==> config.mk <==
export PLATFORM = sky130hd
export DESIGN_NAME = alu_ctrl_seq
export DESIGN_NICKNAME = d
export VERILOG_FILES = /design/src/rtl/alu_ctrl_pkg.sv /design/src/rtl/alu_ctrl_seq_muldiv_iter.sv /design/src/rtl/alu_ctrl_seq.sv
export SDC_FILE = /design/constraint.sdc
export NUM_CORES = 1
export LEC_CHECK = 0
export BUFFER_PORTS_ARGS = -buffer_cell sky130_fd_sc_hd__buf_2
export CAP_MARGIN = 30
export CORE_MARGIN = 2
export CORE_UTILIZATION = 51
export CTS_BUF_LIST = sky130_fd_sc_hd__clkbuf_4
export CTS_CLUSTER_DIAMETER = 50
export CTS_CLUSTER_SIZE = 10
export DETAILED_ROUTE_END_ITERATION = 10
export HOLD_SLACK_MARGIN = 0.12
export PLACE_DENSITY = 0.72
export SYNTH_ARGS = -nofsm -noshare
export SYNTH_HDL_FRONTEND = slang
export SYNTH_SLANG_ARGS = --single-unit
==> constraint.sdc <==
create_clock -name clk -period 6.36 [get_ports clk]
set_clock_uncertainty 0.05 [all_clocks]
set_input_delay 1.272 -clock clk [delete_from_list [all_inputs] [get_ports clk]]
set_output_delay 1.272 -clock clk [all_outputs]
set_load 0.01 [all_outputs]
==> src/rtl/alu_ctrl_pkg.sv <==
// Shared encodings for the ALU control decoder and its iterative mul/div unit:
// ALUop classes, R-type Funct codes, ALUSel codes, FSM states and engine ops.
package alu_ctrl_pkg;

   // ALUop classes from the main control unit
   localparam logic [2:0] ALUOP_ADD   = 3'b000;
   localparam logic [2:0] ALUOP_RTYPE = 3'b001;
   localparam logic [2:0] ALUOP_SUB   = 3'b010;
   localparam logic [2:0] ALUOP_ANDI  = 3'b011;
   localparam logic [2:0] ALUOP_ORI   = 3'b100;

   // R-type function fields
   localparam logic [5:0] F_ADD   = 6'b100000;
   localparam logic [5:0] F_SUB   = 6'b100010;
   localparam logic [5:0] F_AND   = 6'b100100;
   localparam logic [5:0] F_OR    = 6'b100101;
   localparam logic [5:0] F_NOR   = 6'b100111;
   localparam logic [5:0] F_SLT   = 6'b101010;
   localparam logic [5:0] F_MFHI  = 6'b010000;
   localparam logic [5:0] F_MFLO  = 6'b010010;
   localparam logic [5:0] F_MULT  = 6'b011000;
   localparam logic [5:0] F_MULTU = 6'b011001;
   localparam logic [5:0] F_DIV   = 6'b011010;
   localparam logic [5:0] F_DIVU  = 6'b011011;

   // ALU operation selects
   localparam logic [3:0] SEL_AND = 4'b0000;
   localparam logic [3:0] SEL_OR  = 4'b0001;
   localparam logic [3:0] SEL_ADD = 4'b0010;
   localparam logic [3:0] SEL_SUB = 4'b0110;
   localparam logic [3:0] SEL_SLT = 4'b0111;
   localparam logic [3:0] SEL_NOR = 4'b1100;

   // Mul/div sequencer states
   typedef enum logic [1:0] {
      ST_IDLE = 2'b00,
      ST_MUL  = 2'b01,
      ST_DIV  = 2'b10,
      ST_DONE = 2'b11
   } md_state_e;

   // Engine operation: bit 0 selects divide, bit 1 selects signed operands
   typedef enum logic [1:0] {
      MD_MULTU = 2'b00,
      MD_DIVU  = 2'b01,
      MD_MULT  = 2'b10,
      MD_DIV   = 2'b11
   } md_op_e;

endpackage

==> src/rtl/alu_ctrl_seq_muldiv_iter.sv <==
// Iterative multiply/divide engine: one shift-add or restoring-divide step per
// cycle for WIDTH cycles, with a one-cycle shortcut for divide by zero.
// Signed operands are reduced to magnitudes on accept and the signs are
// reapplied combinationally while the result is presented in DONE.
module muldiv_iter
   import alu_ctrl_pkg::*;
#(
   parameter int WIDTH = 32
) (
   input  logic             clk,
   input  logic             rst_n,
   input  logic             start_i,
   input  md_op_e           op_i,
   input  logic [WIDTH-1:0] a_i,
   input  logic [WIDTH-1:0] b_i,
   output logic             busy_o,
   output logic             done_o,
   output logic [WIDTH-1:0] hi_o,
   output logic [WIDTH-1:0] lo_o
);

   localparam int CNT_W = $clog2(WIDTH);
   localparam logic [CNT_W-1:0] CNT_LAST = CNT_W'(WIDTH - 1);

   md_state_e          state_q, state_d;
   logic [CNT_W-1:0]   cnt_q, cnt_d;
   logic [2*WIDTH-1:0] acc_q, acc_d;     // {HI-side, LO-side} working register
   logic [WIDTH-1:0]   opnd_q, opnd_d;   // multiplicand or divisor magnitude
   logic [WIDTH-1:0]   a_raw_q, a_raw_d; // untouched rs, returned as HI on divide by zero
   logic               div_q, div_d;
   logic               div0_q, div0_d;
   logic               neg_q, neg_d;     // product / quotient must be negated
   logic               rneg_q, rneg_d;   // remainder takes the dividend's sign

   logic               a_neg, b_neg;
   logic [WIDTH-1:0]   a_mag, b_mag;
   logic [WIDTH:0]     mul_sum;
   logic [2*WIDTH-1:0] mul_step;
   logic [WIDTH:0]     div_trial, div_diff;
   logic [2*WIDTH-1:0] div_step;
   logic [2*WIDTH-1:0] prod;
   logic [WIDTH-1:0]   quo, rem;

   // Operand magnitudes and single-step datapath for both engines
   always_comb begin
      a_neg     = op_i[1] & a_i[WIDTH-1];
      b_neg     = op_i[1] & b_i[WIDTH-1];
      a_mag     = a_neg ? -a_i : a_i;
      b_mag     = b_neg ? -b_i : b_i;
      mul_sum   = {1'b0, acc_q[2*WIDTH-1:WIDTH]} + {1'b0, opnd_q};
      mul_step  = acc_q[0] ? {mul_sum, acc_q[WIDTH-1:1]} : {1'b0, acc_q[2*WIDTH-1:1]};
      div_trial = {acc_q[2*WIDTH-1:WIDTH], acc_q[WIDTH-1]};
      div_diff  = div_trial - {1'b0, opnd_q};
      div_step  = div_diff[WIDTH] ? {div_trial[WIDTH-1:0], acc_q[WIDTH-2:0], 1'b0}
                                  : {div_diff[WIDTH-1:0], acc_q[WIDTH-2:0], 1'b1};
   end

   // Next-state and datapath update for the sequencer
   always_comb begin
      state_d = state_q;
      cnt_d   = cnt_q;
      acc_d   = acc_q;
      opnd_d  = opnd_q;
      a_raw_d = a_raw_q;
      div_d   = div_q;
      div0_d  = div0_q;
      neg_d   = neg_q;
      rneg_d  = rneg_q;
      case (state_q)
         ST_IDLE: begin
            if (start_i) begin
               state_d = op_i[0] ? ST_DIV : ST_MUL;
               cnt_d   = '0;
               a_raw_d = a_i;
               div_d   = op_i[0];
               div0_d  = op_i[0] & (b_i == '0);
               neg_d   = a_neg ^ b_neg;
               rneg_d  = a_neg;
               if (op_i[0]) begin
                  acc_d  = {{WIDTH{1'b0}}, a_mag};
                  opnd_d = b_mag;
               end else begin
                  acc_d  = {{WIDTH{1'b0}}, b_mag};
                  opnd_d = a_mag;
               end
            end
         end
         ST_MUL: begin
            acc_d = mul_step;
            cnt_d = cnt_q + 1'b1;
            if (cnt_q == CNT_LAST) state_d = ST_DONE;
         end
         ST_DIV: begin
            if (div0_q) begin
               state_d = ST_DONE;
            end else begin
               acc_d = div_step;
               cnt_d = cnt_q + 1'b1;
               if (cnt_q == CNT_LAST) state_d = ST_DONE;
            end
         end
         ST_DONE: state_d = ST_IDLE;
         default: state_d = ST_IDLE;
      endcase
   end

   // Sequencer state register; reset abandons any operation in flight
   always_ff @(posedge clk or negedge rst_n) begin
      if (!rst_n) state_q <= ST_IDLE;
      else        state_q <= state_d;
   end

   // Counter, accumulator and operand registers, cleared on reset
   always_ff @(posedge clk or negedge rst_n) begin
      if (!rst_n) begin
         cnt_q   <= '0;
         acc_q   <= '0;
         opnd_q  <= '0;
         a_raw_q <= '0;
         div_q   <= 1'b0;
         div0_q  <= 1'b0;
         neg_q   <= 1'b0;
         rneg_q  <= 1'b0;
      end else begin
         cnt_q   <= cnt_d;
         acc_q   <= acc_d;
         opnd_q  <= opnd_d;
         a_raw_q <= a_raw_d;
         div_q   <= div_d;
         div0_q  <= div0_d;
         neg_q   <= neg_d;
         rneg_q  <= rneg_d;
      end
   end

   // Final result with sign correction; only sampled by the owner during DONE
   always_comb begin
      prod = neg_q ? -acc_q : acc_q;
      quo  = acc_q[WIDTH-1:0];
      rem  = acc_q[2*WIDTH-1:WIDTH];
      if (!div_q) begin
         hi_o = prod[2*WIDTH-1:WIDTH];
         lo_o = prod[WIDTH-1:0];
      end else if (div0_q) begin
         hi_o = a_raw_q;
         lo_o = '1;
      end else begin
         hi_o = rneg_q ? -rem : rem;
         lo_o = neg_q  ? -quo : quo;
      end
   end

   assign busy_o = (state_q != ST_IDLE);
   assign done_o = (state_q == ST_DONE);

endmodule

==> src/rtl/alu_ctrl_seq.sv <==
// ALU control decoder with an attached iterative mul/div unit and HI/LO
// registers. Decodes ALUop/Funct into ALUSel, serves MFHI/MFLO, and stalls the
// pipeline when a dependent instruction meets a busy mul/div unit.
// Optional macro ALU_CTRL_SIGNED_MULDIV_EN adds signed MULT/DIV.
module alu_ctrl_seq
   import alu_ctrl_pkg::*;
#(
   parameter int WIDTH   = 32,
   parameter int FUNCT_W = 6,
   parameter int OP_W    = 3,
   parameter int SEL_W   = 4
) (
   input  logic               clk,
   input  logic               rst_n,
   input  logic               valid,
   input  logic [OP_W-1:0]    ALUop,
   input  logic [FUNCT_W-1:0] Funct,
   input  logic [WIDTH-1:0]   rs_val,
   input  logic [WIDTH-1:0]   rt_val,
   output logic [SEL_W-1:0]   ALUSel,
   output logic               hilo_sel,
   output logic [WIDTH-1:0]   hilo_out,
   output logic               busy,
   output logic               stall,
   output logic               done,
   output logic [WIDTH-1:0]   hi,
   output logic [WIDTH-1:0]   lo
);

   logic             is_rtype;
   logic             f_mfhi, f_mflo;
   logic             md_hit, md_div, md_signed;
   logic             accept;
   md_op_e           md_op;
   logic             md_busy, md_done;
   logic [WIDTH-1:0] md_hi, md_lo;
   logic [WIDTH-1:0] hi_q, lo_q;

   // ALU operation select, purely combinational
   always_comb begin
      ALUSel = SEL_W'(SEL_AND);
      case (ALUop)
         OP_W'(ALUOP_ADD):  ALUSel = SEL_W'(SEL_ADD);
         OP_W'(ALUOP_SUB):  ALUSel = SEL_W'(SEL_SUB);
         OP_W'(ALUOP_ANDI): ALUSel = SEL_W'(SEL_AND);
         OP_W'(ALUOP_ORI):  ALUSel = SEL_W'(SEL_OR);
         OP_W'(ALUOP_RTYPE): begin
            case (Funct)
               FUNCT_W'(F_ADD): ALUSel = SEL_W'(SEL_ADD);
               FUNCT_W'(F_SUB): ALUSel = SEL_W'(SEL_SUB);
               FUNCT_W'(F_AND): ALUSel = SEL_W'(SEL_AND);
               FUNCT_W'(F_OR):  ALUSel = SEL_W'(SEL_OR);
               FUNCT_W'(F_NOR): ALUSel = SEL_W'(SEL_NOR);
               FUNCT_W'(F_SLT): ALUSel = SEL_W'(SEL_SLT);
               default:         ALUSel = SEL_W'(SEL_AND);
            endcase
         end
         default: ALUSel = SEL_W'(SEL_AND);
      endcase
   end

   // Mul/div and HI/LO move classification of the current instruction
   always_comb begin
      is_rtype = (ALUop == OP_W'(ALUOP_RTYPE));
      f_mfhi   = is_rtype & (Funct == FUNCT_W'(F_MFHI));
      f_mflo   = is_rtype & (Funct == FUNCT_W'(F_MFLO));
      md_hit   = (Funct == FUNCT_W'(F_MULTU)) | (Funct == FUNCT_W'(F_DIVU));
      md_div   = (Funct == FUNCT_W'(F_DIVU));
      md_signed = 1'b0;
`ifdef ALU_CTRL_SIGNED_MULDIV_EN
      if ((Funct == FUNCT_W'(F_MULT)) || (Funct == FUNCT_W'(F_DIV))) begin
         md_hit    = 1'b1;
         md_signed = 1'b1;
         md_div    = (Funct == FUNCT_W'(F_DIV));
      end
`endif
      md_hit = md_hit & is_rtype;
      md_op  = md_op_e'({md_signed, md_div});
   end

   assign accept   = valid & md_hit & ~md_busy;
   assign busy     = md_busy;
   assign done     = md_done;
   assign stall    = md_busy & valid & (f_mfhi | f_mflo | md_hit);
   assign hilo_sel = f_mfhi | f_mflo;
   assign hilo_out = f_mfhi ? hi_q : (f_mflo ? lo_q : '0);
   assign hi       = hi_q;
   assign lo       = lo_q;

   muldiv_iter #(
      .WIDTH (WIDTH)
   ) u_muldiv (
      .clk     (clk),
      .rst_n   (rst_n),
      .start_i (accept),
      .op_i    (md_op),
      .a_i     (rs_val),
      .b_i     (rt_val),
      .busy_o  (md_busy),
      .done_o  (md_done),
      .hi_o    (md_hi),
      .lo_o    (md_lo)
   );

   // HI/LO architectural registers, loaded as the engine leaves DONE
   always_ff @(posedge clk or negedge rst_n) begin
      if (!rst_n) begin
         hi_q <= '0;
         lo_q <= '0;
      end else if (md_done) begin
         hi_q <= md_hi;
         lo_q <= md_lo;
      end
   end

endmodule

# Word level (Yosys, flattened, before mapping)
# Index checks and enable logic that the tools add are counted.
# totals
regBits	201
inputBits	76
word_cells	72
out_inout_bits	104
# op_classes
n_eq_ne	18
n_reduce_logical	7
add_sub_neg	3
n_mux	23
n_bitwise	12
# ops
op	n
$mux W32	8
$mux W64	4
$pmux W64 S3	1
$add A32 B32 Y33	1
$sub A33 B32 Y33	1
$logic_not A32 Y1	1
$eq A6 B6 Y1 const B	5
$eq A6 B5 Y1 const B	4
$pmux W4 S5	1
$pmux W4 S4	1
$pmux W5 S3	1
$mux W5	2
$and A1 B1 Y1	8
$mux W2	4
$pmux W2 S4	1
$add A5 B1 Y5 const B	1
$eq A5 B5 Y1 const B	1
$eq A2 B2 Y1 const B	2
$ne A2 B2 Y1 const B	2
$eq A3 B1 Y1 const B	1
$eq A3 B2 Y1 const B	1
$eq A3 B3 Y1 const B	1
$logic_not A3 Y1	1
$or A1 B1 Y1	3
other kinds (7)	7

# Logic depth before layout (Yosys ltp)
# Gate-level depths: netlist of run 1.
# depth
ltp_word	7
mapped_depth	14
ltp_nobuf	13

# Modules after synthesis
# A second synthesis of run 1 with hierarchy kept.
# unflattened
cells_unflattened	2251
area_unflattened_um2	17933.4
# modules_own_cells
module	cells_each	n_inst	area_each_um2	seq_area_each_um2
muldiv_iter	2015	1	14834.2	3478.3
alu_ctrl_seq	236	1	3099.2	1601.5

# Worst setup path before layout of run 1
# OpenSTA, ideal clock, no wires.
# synth_path
path_kind	input to output
startpoint	in ALUop[2]
endpoint	out hilo_out[10]
required_ns	5.038
stages	5
path_slack_ns	2.358
path_buffers	2
arrival_ns	2.680
cell_sequence	or3b_4 -> or4_1 -> clkbuf_1 -> clkbuf_1 -> nor2_1
# synth_between
elab_chain_len	4
word_cells_on_any_way	5
classes_between	eq/ne: 1; mux: 2; bitwise: 2
# synth_lines
element	line	source
from (decl)	alu_ctrl_seq.sv:16	input logic [OP_W-1:0] ALUop,
$eq A3 B1 Y1 *	alu_ctrl_seq.sv:64	is_rtype = (ALUop == OP_W'(ALUOP_RTYPE));
$and A1 B1 Y1	alu_ctrl_seq.sv:66	f_mflo = is_rtype & (Funct == FUNCT_W'(F_MFLO));
$mux W32	alu_ctrl_seq.sv:86	assign hilo_out = f_mfhi ? hi_q : (f_mflo ? lo_q : '0);
$mux W32 *	alu_ctrl_seq.sv:86	
to (decl)	alu_ctrl_seq.sv:22	output logic [WIDTH-1:0] hilo_out,
# Mark *: on every way between the ends. The rest lies on a longest branch, timed or not.

# Worst setup path after layout of run 1
# layout_path
startpoint	in ALUop[2]
endpoint	out hilo_out[11]
# Same word-level chain as after synthesis.

==> results of run 1 <==
==> synth_stat cells (all sizes together) (5+ instances only) <==
| master | count | share of area (%) |
|---|---|---|
| nand2 | 236 | 6.4 |
| dfrtp | 201 | 36 |
| nor2 | 177 | 4.9 |
| o21ai | 135 | 4.9 |
| a21oi | 116 | 4.2 |
| clkbuf | 84 | 2.3 |
| mux2i | 81 | 5.9 |
| ha | 70 | 6.3 |
| mux2 | 68 | 5.6 |
| inv | 49 | 1.3 |
| a31oi | 44 | 2.0 |
| a22oi | 35 | 1.9 |
| a21o | 32 | 1.7 |
| nand3 | 30 | 1.2 |
| xor2 | 29 | 1.9 |
| xnor2 | 22 | 1.4 |
| buf | 16 | 0.60 |
| nor2b | 16 | 0.72 |
| o211ai | 15 | 0.85 |
| nor3 | 14 | 0.51 |
| o221ai | 14 | 0.89 |
| nand2b | 12 | 0.54 |
| and3 | 11 | 0.50 |
| nand4 | 11 | 0.50 |
| nor4 | 11 | 0.61 |
| o21a | 10 | 0.54 |
| a211oi | 7 | 0.42 |
| a221oi | 7 | 0.53 |
| o21bai | 5 | 0.27 |
| o31ai | 5 | 0.31 |
| or3 | 5 | 0.23 |
==> power by group through the flow <==
stage	clock, µW	sequential [µW]	combinational [µW]
6_report	713	2150	4840
5_1_grt	770	2200	5370
4_1_cts	725	2140	4790
3_5_place_dp	0	2170	4760
3_3_place_gp	0	2160	4670
2_1_floorplan	0	2110	3520
==> cells in the final DEF (no fill, tap or decap), types with 5 or more instances in the layout <==
cell type and instances:
ha_1 68, a22oi_1 35, or3_1 5, o21ai_0 134, mux2i_1 81, nand3_1 28
buf_2 178, dfrtp_1 201, a21oi_1 116, nor3_1 14, a221oi_1 5, inv_1 49
o221ai_1 14, nand4_1 11, nand2b_1 12, nor2_1 174, buf_4 9, and3_1 11
xor2_1 28, o211ai_1 14, clkbuf_4 30, a31oi_1 44, nand2_1 234, xnor2_1 22
mux2_2 67, o21bai_1 5, nor2b_1 16, nor4_1 10, a21o_1 32, a211oi_1 6
o21a_1 10
==> through the flow <==
step | cell area (µm²) | hold slack [ns] | util, % | total power, µW | std cells
CTS | 15300 | 0.403 | 56.9 | 7650 | 2089
global placement | 14900 | 0.410 | 55.5 | 6830 | 2052
floorplan | 13800 | 0.395 | - | 5630 | 1622
finish | 15300 | 0.438 | 56.9 | 7700 | 2090
global route | 15300 | 0.433 | 56.9 | 8330 | 2090
detailed placement | 15000 | 0.417 | 55.9 | 6930 | 2056
==> area by class of cell <==
type / instances / area [µm²]
Fill cell: 2478 / 11500
Multi-Input combinational cell: 1272 / 8250
Sequential cell: 201 / 5030
Timing Repair Buffer: 193 / 1090
Tap cell: 341 / 427
Clock buffer: 30 / 225
Inverter: 49 / 184
Clock inverter: 3 / 43.8
Antenna cell: 1 / 2.50
==> cell families (layout without fill, tap and decap cells) <==
kind of cell / Yosys count / in the layout / share of synthesized area [%]
multiplexers: 149 / 149 / 11.4
AO/OA/AOI/OAI: 465 / 465 / 21.3
buffers and inverters: 149 / 275 / 4.21
other: 0 / 1 / 0
adder cells (fa/ha/maj): 72 / 72 / 6.63
flip-flops: 201 / 201 / 36.4
AND/OR/NAND/NOR: 535 / 535 / 16.8
XOR/XNOR: 51 / 51 / 3.29
==> sequential cells by signal, indices dropped and copies added, names as in the netlist <==
name,count
lo,32
u_muldiv.div_q,1
hi,32
u_muldiv.cnt_q,5
u_muldiv.div0_q,1
u_muldiv.state_q,2
u_muldiv.opnd_q,32
u_muldiv.acc_q,64
u_muldiv.a_raw_q,32
==> routing by layer <==
metal | wire length [µm] | up-vias | GRT usage, % | part of all wire, %
met1 | 17600 | 6215 | 38.0 | 42
met2 | 19400 | 469 | 47.5 | 47
met4 | 1760 | 2 | 12.1 | 4.2
li1 | - | 6055 | - | -
met5 | 11 | - | 0 | 0.027
met3 | 2730 | 113 | 3.83 | 6.6
==> how the worst min path moves through the flow <==
| stage | startpoint | to | slack (ns) | cells after the start |
|---|---|---|---|---|
| global route | rst_n | u_muldiv.acc_q[36] | 0.43 | 1 |
| CTS | rst_n | u_muldiv.acc_q[36] | 0.40 | 1 |
| finish | rst_n | u_muldiv.acc_q[49] | 0.44 | 1 |
| global placement | u_muldiv.cnt_q[4] | u_muldiv.cnt_q[4] | 0.41 | 2 |
| floorplan | u_muldiv.cnt_q[4] | u_muldiv.cnt_q[4] | 0.40 | 2 |
| detailed placement | u_muldiv.cnt_q[4] | u_muldiv.cnt_q[4] | 0.42 | 2 |
==> report_table.html, run 1 <==
<table>
<tr><th>Metric</th><th>Value</th></tr>
<tr><th colspan="2">Logic synthesis</th></tr>
<tr><td>Fraction of the yosys area taken by sequential cells</td><td>a little over a third</td></tr>
<tr><td>Number of synthesized flops with an enable pin</td><td>0</td></tr>
<tr><td>Average size of a mapped cell</td><td>8.51 µm²</td></tr>
<tr><td>Ys flop type</td><td>dfrtp_1</td></tr>
<tr><td>Syn Inst Count</td><td>around 1600</td></tr>
<tr><td>Number of distinct library cells after synthesis</td><td>~70</td></tr>
<tr><td>Post-Syn Nets</td><td>between 1500 and 2000</td></tr>
<tr><td>Post-synthesis async set-or-reset flop share</td><td>100%</td></tr>
<tr><td>Yosys warning total</td><td>0</td></tr>
<tr><td>Cell area after technology mapping</td><td>approximately 14000 µm²</td></tr>
<tr><td>Synthesized flop and latch total</td><td>between 200 and 250</td></tr>
<tr><th colspan="2">Critical path</th></tr>
<tr><td>WP depth</td><td>6</td></tr>
<tr><td>Cell-by-cell trace of the critical path</td><td>buf_2, or3b_4, or4_1, buf_16, nor2_1, buf_2</td></tr>
<tr><td>Critical path buffer and inverter count</td><td>3</td></tr>
<tr><td>Endpoint of the worst register-to-register path</td><td>u_muldiv.acc_q[54]</td></tr>
<tr><td>Dominant cell type by count on the critical path</td><td>buf_2</td></tr>
<tr><td>Worst Setup EP</td><td>hilo_out[11]</td></tr>
<tr><td>Startpoint of the lowest-slack register-to-register path</td><td>u_muldiv.acc_q[31]</td></tr>
<tr><td>Arrival time reported for the critical path endpoint</td><td>3.14 ns</td></tr>
<tr><td>Critical path's top delay family</td><td>simple AND/OR/NAND/NOR gates</td></tr>
<tr><td>Worst Setup End Kind</td><td>output pin</td></tr>
<tr><td>Reg-to-reg slack, setup</td><td>1.92 ns</td></tr>
<tr><td>Worst setup path start</td><td>ALUop[2]</td></tr>
<tr><td>Worst Path Class, Setup</td><td>in -&gt; out</td></tr>
<tr><td>Highest cell delay on the worst timing path</td><td>about 0.78 ns</td></tr>
<tr><td>Nature of the critical path startpoint</td><td>input port</td></tr>
<tr><td>CP max FO</td><td>23</td></tr>
<tr><td>Slowest stage cell, crit path</td><td>or4_1</td></tr>
<tr><td>Required time at the worst-slack endpoint</td><td>5.04 ns</td></tr>
<tr><td>Worst Reg2Reg Path Length in Cells</td><td>14</td></tr>
<tr><th colspan="2">Clock tree</th></tr>
<tr><td>Count of hold-fix buffers inserted at cts</td><td>0</td></tr>
<tr><td>Clock-pin slew reported for the worst setup and hold paths after clock tree synthesis</td><td>between 0.1 and 0.15 ns</td></tr>
<tr><td>Clock tree from TritonCTS</td><td>built</td></tr>
<tr><td>CTS H-tree depth</td><td>1</td></tr>
<tr><td>Worst-Skew Late Latency</td><td>roughly 0.68 ns</td></tr>
<tr><td>Number of setup buffers added after CTS</td><td>0</td></tr>
<tr><td>Number of buffers created by CTS</td><td>25</td></tr>
<tr><td>Clock Tree Root</td><td>clkbuf_4</td></tr>
<tr><td>Number of clock sinks</td><td>between 200 and 250</td></tr>
<tr><td>Deepest clock path buffer count</td><td>3</td></tr>
<tr><td>Quantity of gates resized following cts</td><td>0</td></tr>
<tr><th colspan="2">Power</th></tr>
<tr><td>Power Density</td><td>slightly above 500 nW/µm²</td></tr>
<tr><td>Register share of total power</td><td>between 20% and 30%</td></tr>
<tr><td>Power Internal</td><td>3780 µW</td></tr>
<tr><td>Share of total power consumed by net switching</td><td>approximately half</td></tr>
<tr><td>Sw power</td><td>between 3000 and 4000 µW</td></tr>
<tr><td>Static power due to leakage</td><td>between 0.007 and 0.008 µW</td></tr>
<tr><td>Logic pwr share</td><td>a little over three fifths</td></tr>
<tr><td>Max IR drop VDD</td><td>0.353 mV</td></tr>
<tr><td>Share of power burned in the clock network</td><td>a little under a tenth</td></tr>
<tr><th colspan="2">Route</th></tr>
<tr><td>Overall via count from detail_route</td><td>12900</td></tr>
<tr><td>Total iterations of the first detailed-routing run</td><td>5</td></tr>
<tr><td>Number of design rule violations left after detail routing</td><td>0</td></tr>
<tr><td>Wire per inst</td><td>just under 20 µm</td></tr>
<tr><td>Post-detailed-route count of antenna-violating nets</td><td>0</td></tr>
<tr><td>Aggregate routed wire length</td><td>approximately 41000 µm</td></tr>
<tr><td>Average vias per placed instance</td><td>6.15</td></tr>
<tr><td>DRC marker count from the first detailed-route iteration</td><td>~1100</td></tr>
<tr><th colspan="2">STA</th></tr>
<tr><td>Shortest period the worst path allows</td><td>4.46 ns</td></tr>
<tr><td>Max-slew headroom at the worst pin</td><td>31.8%</td></tr>
<tr><td>Tightest Pin Transition</td><td>between 1 and 1.5 ns</td></tr>
<tr><td>Maximum clock frequency</td><td>~220 MHz</td></tr>
<tr><td>Worst Setup Slack, final</td><td>about 1.9 ns</td></tr>
<tr><td>Number of pins with negative max-slew slack in the final report</td><td>0</td></tr>
<tr><td>Setup TNS</td><td>0 ns</td></tr>
<tr><td>Final setup fails</td><td>0</td></tr>
<tr><td>Final hold violations</td><td>0</td></tr>
<tr><td>Share of the clock period used by the worst path</td><td>70.2%</td></tr>
<tr><td>RSZ-0062 raised after global routing</td><td>no</td></tr>
<tr><th colspan="2">Placed design</th></tr>
<tr><td>Post-detailed-placement half-perimeter wirelength</td><td>about 30000 µm</td></tr>
<tr><td>Post-Place Worst Slack</td><td>around 1.6 ns</td></tr>
<tr><td>Buffers on Ports</td><td>179</td></tr>
<tr><td>Placer congestion estimate</td><td>between 0.9 and 1</td></tr>
<tr><th colspan="2">Finish</th></tr>
<tr><td>Ratio of cells with drive above 1 in the final layout</td><td>18.4%</td></tr>
<tr><td>Synthesis-to-finish area growth</td><td>10.5%</td></tr>
<tr><td>Post-layout net count</td><td>1890</td></tr>
<tr><th colspan="2">Worst hold path</th></tr>
<tr><td>Worst hold path class</td><td>in -&gt; async</td></tr>
<tr><th colspan="2">Global route</th></tr>
<tr><td>Tot GR Track Use</td><td>28.7%</td></tr>
<tr><td>Overall overflow remaining after global route</td><td>0</td></tr>
<tr><td>Via count of the first global-routing pass</td><td>12100</td></tr>
<tr><td>Pin count of the biggest net entering global routing</td><td>170</td></tr>
<tr><td>Global-route wire length before repair</td><td>roughly 65000 µm</td></tr>
<tr><td>Antenna violations before repair</td><td>2</td></tr>
<tr><th colspan="2">Die</th></tr>
<tr><td>Area of the core</td><td>between 20000 and 30000 µm²</td></tr>
<tr><td>Die width</td><td>169 µm</td></tr>
<tr><td>Placement Rows</td><td>60</td></tr>
<tr><td>Height of the chip</td><td>roughly 170 µm</td></tr>
<tr><td>Initial cell density of the core</td><td>between 50% and 60%</td></tr>
<tr><td>Number of ports placed on the die boundary</td><td>180</td></tr>
<tr><td>Die Area</td><td>roughly 28000 µm²</td></tr>
<tr><th colspan="2">Flow run</th></tr>
<tr><td># Max-Cap Violations</td><td>0</td></tr>
<tr><th colspan="2">Run status</th></tr>
<tr><td>Outcome</td><td>finished, final reports clean</td></tr>
</table>
Power figures use the tool's default switching activity.
==> run 2: changes to the inputs <==
ABC_AREA = 1   (was default)
PLACE_DENSITY = 0.71   (was 0.72)
clock period = 4.5 ns   (was 6.36 ns; I/O delays follow)
==> run 2 against run 1 <==
Routed wire length grew 36%; sequential power rose by 16%; combinational power grew 57%; worst hold slack got worse by 0.12 ns; die area grew 13%; first-iteration DRC count up 39%; total power rose by 48%; cell area up 13%; sequential cell count stayed put.
==> report_table.html, run 2 <==
<table>
<tr><th>Metric</th><th>Value</th></tr>
<tr><th colspan="2">Critical path</th></tr>
<tr><td>Dominant cell type by count on the critical path</td><td>buf_2 (unchanged)</td></tr>
<tr><td>Worst Setup End Kind</td><td>output pin (unchanged)</td></tr>
<tr><td>Required time at the worst-slack endpoint</td><td>3.55 ns (was 5.04 ns)</td></tr>
<tr><td>Startpoint of the lowest-slack register-to-register path</td><td>u_muldiv.acc_q[58] (was u_muldiv.acc_q[31])</td></tr>
<tr><td>Worst Reg2Reg Path Length in Cells</td><td>15 (was 14)</td></tr>
<tr><td>Nature of the critical path startpoint</td><td>input port (unchanged)</td></tr>
<tr><td>Worst Path Class, Setup</td><td>in -&gt; out (unchanged)</td></tr>
<tr><td>Reg-to-reg slack, setup</td><td>1.34 ns (was 1.92 ns)</td></tr>
<tr><td>CP max FO</td><td>32 (was 23)</td></tr>
<tr><td>Arrival time reported for the critical path endpoint</td><td>2.90 ns (was 3.14 ns)</td></tr>
<tr><td>Critical path's top delay family</td><td>simple AND/OR/NAND/NOR gates (unchanged)</td></tr>
<tr><td>Slowest stage cell, crit path</td><td>nand2_1 (was or4_1)</td></tr>
<tr><td>Cell-by-cell trace of the critical path</td><td>buf_2, nor3_4, nand3_2, nor4_4, nand2_1, o21ai_0, buf_2 (was buf_2, or3b_4, or4_1, buf_16, nor2_1, buf_2)</td></tr>
<tr><td>Highest cell delay on the worst timing path</td><td>0.64 ns (was 0.78 ns)</td></tr>
<tr><td>Endpoint of the worst register-to-register path</td><td>u_muldiv.acc_q[63] (was u_muldiv.acc_q[54])</td></tr>
<tr><td>Critical path buffer and inverter count</td><td>2 (was 3)</td></tr>
<tr><th colspan="2">STA</th></tr>
<tr><td>Max-slew headroom at the worst pin</td><td>31.9% (was 31.8%)</td></tr>
<tr><td>Maximum clock frequency</td><td>about 260 MHz</td></tr>
<tr><td>Final hold violations</td><td>0 (unchanged)</td></tr>
<tr><td>Tightest Pin Transition</td><td>1.02 ns (about the same)</td></tr>
<tr><td>Share of the clock period used by the worst path</td><td>between 80% and 90%</td></tr>
<tr><td>Final setup fails</td><td>0 (unchanged)</td></tr>
<tr><td>Shortest period the worst path allows</td><td>3.85 ns</td></tr>
<tr><td>RSZ-0062 raised after global routing</td><td>no (unchanged)</td></tr>
<tr><td>Setup TNS</td><td>0 ns (unchanged)</td></tr>
<tr><td>Number of pins with negative max-slew slack in the final report</td><td>0 (unchanged)</td></tr>
<tr><th colspan="2">Finish</th></tr>
<tr><td>Ratio of cells with drive above 1 in the final layout</td><td>10.6% (was 18.4%)</td></tr>
<tr><td>Post-layout net count</td><td>2707 (was 1890)</td></tr>
<tr><td>Fraction of the core area covered by cells at the end of the flow</td><td>56.9% (about the same)</td></tr>
<tr><td>Number of filler cells placed in the layout</td><td>3104 (was 2478)</td></tr>
<tr><td>Max FFs per register</td><td>64 (unchanged)</td></tr>
<tr><td>Most common cell after layout, fill and taps aside</td><td>nand2_1 (unchanged)</td></tr>
<tr><td>Synthesis-to-finish area growth</td><td>10.7% (was 10.5%)</td></tr>
<tr><td>Register with the most flip-flops</td><td>u_muldiv.acc_q (unchanged)</td></tr>
<tr><td>Most frequent cells in the layout</td><td>nand2_1 (832), inv_1 (378), dfrtp_1 (201) (was nand2_1 (234), dfrtp_1 (201), buf_2 (178))</td></tr>
<tr><th colspan="2">Global route</th></tr>
<tr><td>Global-route wire length before repair</td><td>85900 µm (was 65400 µm)</td></tr>
<tr><td>Tot GR Track Use</td><td>34.9% (was 28.7%)</td></tr>
<tr><td>Overall overflow remaining after global route</td><td>0 (unchanged)</td></tr>
<tr><td>Antenna violations before repair</td><td>1 (was 2)</td></tr>
<tr><td>Pin count of the biggest net entering global routing</td><td>99 (was 170)</td></tr>
<tr><td>Via count of the first global-routing pass</td><td>15500 (was 12100)</td></tr>
<tr><th colspan="2">Clock tree</th></tr>
<tr><td>Number of buffers created by CTS</td><td>30 (was 25)</td></tr>
<tr><td>Clock-pin slew reported for the worst setup and hold paths after clock tree synthesis</td><td>0.12 ns (about the same)</td></tr>
<tr><td>Clock Tree Root</td><td>clkbuf_4 (unchanged)</td></tr>
<tr><td>Number of clock sinks</td><td>201 (unchanged)</td></tr>
<tr><td>Quantity of gates resized following cts</td><td>0 (unchanged)</td></tr>
<tr><td>Number of setup buffers added after CTS</td><td>0 (unchanged)</td></tr>
<tr><td>Count of hold-fix buffers inserted at cts</td><td>1 (was 0)</td></tr>
<tr><td>Worst-Skew Late Latency</td><td>0.77 ns (was 0.68 ns)</td></tr>
<tr><td>Deepest clock path buffer count</td><td>3 (unchanged)</td></tr>
<tr><td>Clock tree from TritonCTS</td><td>built (unchanged)</td></tr>
<tr><td>CTS H-tree depth</td><td>1 (unchanged)</td></tr>
<tr><th colspan="2">Die</th></tr>
<tr><td>Number of ports placed on the die boundary</td><td>180 (unchanged)</td></tr>
<tr><td>Initial cell density of the core</td><td>51.4% (was 51.5%)</td></tr>
<tr><td>Die Area</td><td>32000 µm² (was 28400 µm²)</td></tr>
<tr><td>Placement Rows</td><td>64 (was 60)</td></tr>
<tr><td>Die width</td><td>179 µm (was 169 µm)</td></tr>
<tr><td>Area of the core</td><td>30300 µm² (was 26800 µm²)</td></tr>
<tr><td>Height of the chip</td><td>179 µm (was 169 µm)</td></tr>
<tr><th colspan="2">Route</th></tr>
<tr><td>WL met2</td><td>25700 µm (was 19400 µm)</td></tr>
<tr><td>Routed met1 length</td><td>24100 µm (was 17600 µm)</td></tr>
<tr><td>Aggregate routed wire length</td><td>56500 µm (was 41500 µm)</td></tr>
<tr><td>Overall via count from detail_route</td><td>16700 (was 12900)</td></tr>
<tr><td>Sum of met3 wire segment lengths after detailed routing</td><td>3510 µm (was 2730 µm)</td></tr>
<tr><td>Total iterations of the first detailed-routing run</td><td>6 (was 5)</td></tr>
<tr><td>Number of design rule violations left after detail routing</td><td>0 (unchanged)</td></tr>
<tr><td>Uppermost metal layer occupied by signal nets</td><td>met4 (was met5)</td></tr>
<tr><td>Average vias per placed instance</td><td>5.62 (was 6.15)</td></tr>
<tr><td>Post-detailed-route count of antenna-violating nets</td><td>0 (unchanged)</td></tr>
<tr><td>DRC marker count from the first detailed-route iteration</td><td>1558 (was 1121)</td></tr>
<tr><td>Wire per inst</td><td>19.0 µm (was 19.8 µm)</td></tr>
<tr><th colspan="2">Worst hold path</th></tr>
<tr><td>Min-Delay Path Depth</td><td>3</td></tr>
<tr><td>Worst hold path class</td><td>in -&gt; reg (was in -&gt; async)</td></tr>
<tr><td>End point of the most critical hold path</td><td>u_muldiv.a_raw_q[2]</td></tr>
<tr><td>Startpoint of the worst hold path</td><td>rs_val[2]</td></tr>
<tr><th colspan="2">Power</th></tr>
<tr><td>Static power due to leakage</td><td>0.00978 µW (was 0.00742 µW)</td></tr>
<tr><td>Share of power burned in the clock network</td><td>11.5% (was 9.3%)</td></tr>
<tr><td>Sw power</td><td>6350 µW (was 3920 µW)</td></tr>
<tr><td>Logic pwr share</td><td>66.7% (was 62.8%)</td></tr>
<tr><td>Power Density</td><td>659 nW/µm² (was 505 nW/µm²)</td></tr>
<tr><td>Max IR drop VDD</td><td>0.418 mV (was 0.353 mV)</td></tr>
<tr><td>Share of total power consumed by net switching</td><td>55.9% (was 50.9%)</td></tr>
<tr><td>Power Internal</td><td>5020 µW (was 3780 µW)</td></tr>
<tr><td>Register share of total power</td><td>21.8% (was 27.9%)</td></tr>
<tr><th colspan="2">Logic synthesis</th></tr>
<tr><td>Cell area after technology mapping</td><td>15600 µm² (was 13800 µm²)</td></tr>
<tr><td>Yosys warning total</td><td>0 (unchanged)</td></tr>
<tr><td>Post-Syn Nets</td><td>2574 (was 1770)</td></tr>
<tr><td>Area share of the leading cell type in the synthesized netlist</td><td>32.3% (was 36.4%)</td></tr>
<tr><td>Fraction of the yosys area taken by sequential cells</td><td>32.3% (was 36.4%)</td></tr>
<tr><td>Most area-hungry cell type in the Yosys netlist</td><td>dfrtp_1 (unchanged)</td></tr>
<tr><td>Number of distinct library cells after synthesis</td><td>47 (was 72)</td></tr>
<tr><td>Ys flop type</td><td>dfrtp_1 (unchanged)</td></tr>
<tr><td>Number of synthesized flops with an enable pin</td><td>0 (unchanged)</td></tr>
<tr><td>Post-synthesis async set-or-reset flop share</td><td>100% (unchanged)</td></tr>
<tr><td>Most common cell in the netlist</td><td>nand2_1 (unchanged)</td></tr>
<tr><td>Average size of a mapped cell</td><td>6.43 µm² (was 8.51 µm²)</td></tr>
<tr><td>Top post-synthesis cells by area</td><td>dfrtp_1 (32%), nand2_1 (20%), inv_1 (9.1%), ha_1 (5.6%), o211ai_1 (5.3%) (was dfrtp_1 (36%), nand2_1 (6.4%), ha_1 (6.3%), mux2i_1 (5.9%), mux2_2 (5.5%))</td></tr>
<tr><td>Commonest cells in the netlist</td><td>nand2_1 (833), inv_1 (379), dfrtp_1 (201) (was nand2_1 (235), dfrtp_1 (201), nor2_1 (174))</td></tr>
<tr><td>Syn Inst Count</td><td>2426 (was 1622)</td></tr>
<tr><td>Synthesized flop and latch total</td><td>201 (unchanged)</td></tr>
<tr><th colspan="2">Run status</th></tr>
<tr><td>Outcome</td><td>finished, final reports clean (unchanged)</td></tr>
<tr><th colspan="2">Flow run</th></tr>
<tr><td># Max-Cap Violations</td><td>0 (unchanged)</td></tr>
<tr><th colspan="2">Placed design</th></tr>
<tr><td>Post-detailed-placement half-perimeter wirelength</td><td>43500 µm (was 30400 µm)</td></tr>
<tr><td>Buffers on Ports</td><td>179 (unchanged)</td></tr>
<tr><td>Placer congestion estimate</td><td>0.979 (was 0.923)</td></tr>
</table>
run 2: changes by cell type after synthesis, moves of 44 or more:
cell	delta
mux2i_1	-80
mux2_2	-67
inv_1	+330
nor2_1	-44
nand2_1	+598
o211ai_1	+97
nand3_1	+132
run 2: cell families (layout without fill, tap and decap cells):
| kind of cell | count (synthesis) | in the layout | share of synthesized area, % |
|---|---|---|---|
| adders and majority gates | 72 | 72 | 5.87 |
| xor gates and xnor gates | 13 | 13 | 0.730 |
| and+or+nand+nor | 1196 | 1196 | 31.6 |
| DFF | 201 | 201 | 32.3 |
| other | 0 | 2 | 0 |
| AOI/OAI and AO/OA | 455 | 455 | 17.3 |
| muxes | 1 | 1 | 0.0642 |
| buffers and inverters | 488 | 636 | 12.2 |
run 2: power by group through the flow:
stage               clock (µW)  combinational [µW]  sequential (µW)
floorplan                    0                5260             2370
global placement             0                7300             2500
detailed placement           0                7350             2510
CTS                       1310                7390             2480
global route              1390                8460             2520
finish                    1310                7590             2490
run 2: worst max path at each step:
stage                   from            to  slack (ns)  cells past startpoint
finish              ALUop[2]  hilo_out[27]        0.65                      7
global route        ALUop[2]  hilo_out[27]        0.51                      7
CTS                 ALUop[2]   hilo_out[6]        0.70                      7
detailed placement  ALUop[2]   hilo_out[6]        0.71                      7
global placement    ALUop[2]   hilo_out[8]        0.92                      7
floorplan           ALUop[2]  hilo_out[10]        1.43                      6
run 2: final cells by class:
class,instances,area (µm²),area share (%)
clock buffers,33,248,1.44
inverters,385,1450,8.38
flip-flops and latches,201,5030,29.1
clock inverters,14,166,0.964
well taps,396,495,2.87
diodes,2,5.00,0.0290
repair buffers,204,1180,6.82
multi-input cells,1737,8690,50.3
run 2: per-layer routing:
metal	GRT usage, %	vias to the layer above
met4	17.1	0
met5	0	-
met3	4.41	162
li1	-	8083
met2	55.9	666
met1	46.4	7804
run 2: worst min-delay path, cell delays in order:
cell	delay (ns)
buf_2	0.11
nand2_1	0.05
nand2_1	0.06
run 2: per-stage QoR:
stage               cell area (µm²)  hold slack, ns  power (µW)  worst slack (ns)  std cells
global route                  17300           0.301       12400             0.510       2971
global placement              16800           0.403        9810             0.923       2920
detailed placement            16800           0.408        9860             0.706       2921
floorplan                     15600           0.392        7630              1.43       2426
finish                        17300           0.314       11400             0.646       2972
CTS                           17200           0.275       11200             0.704       2969
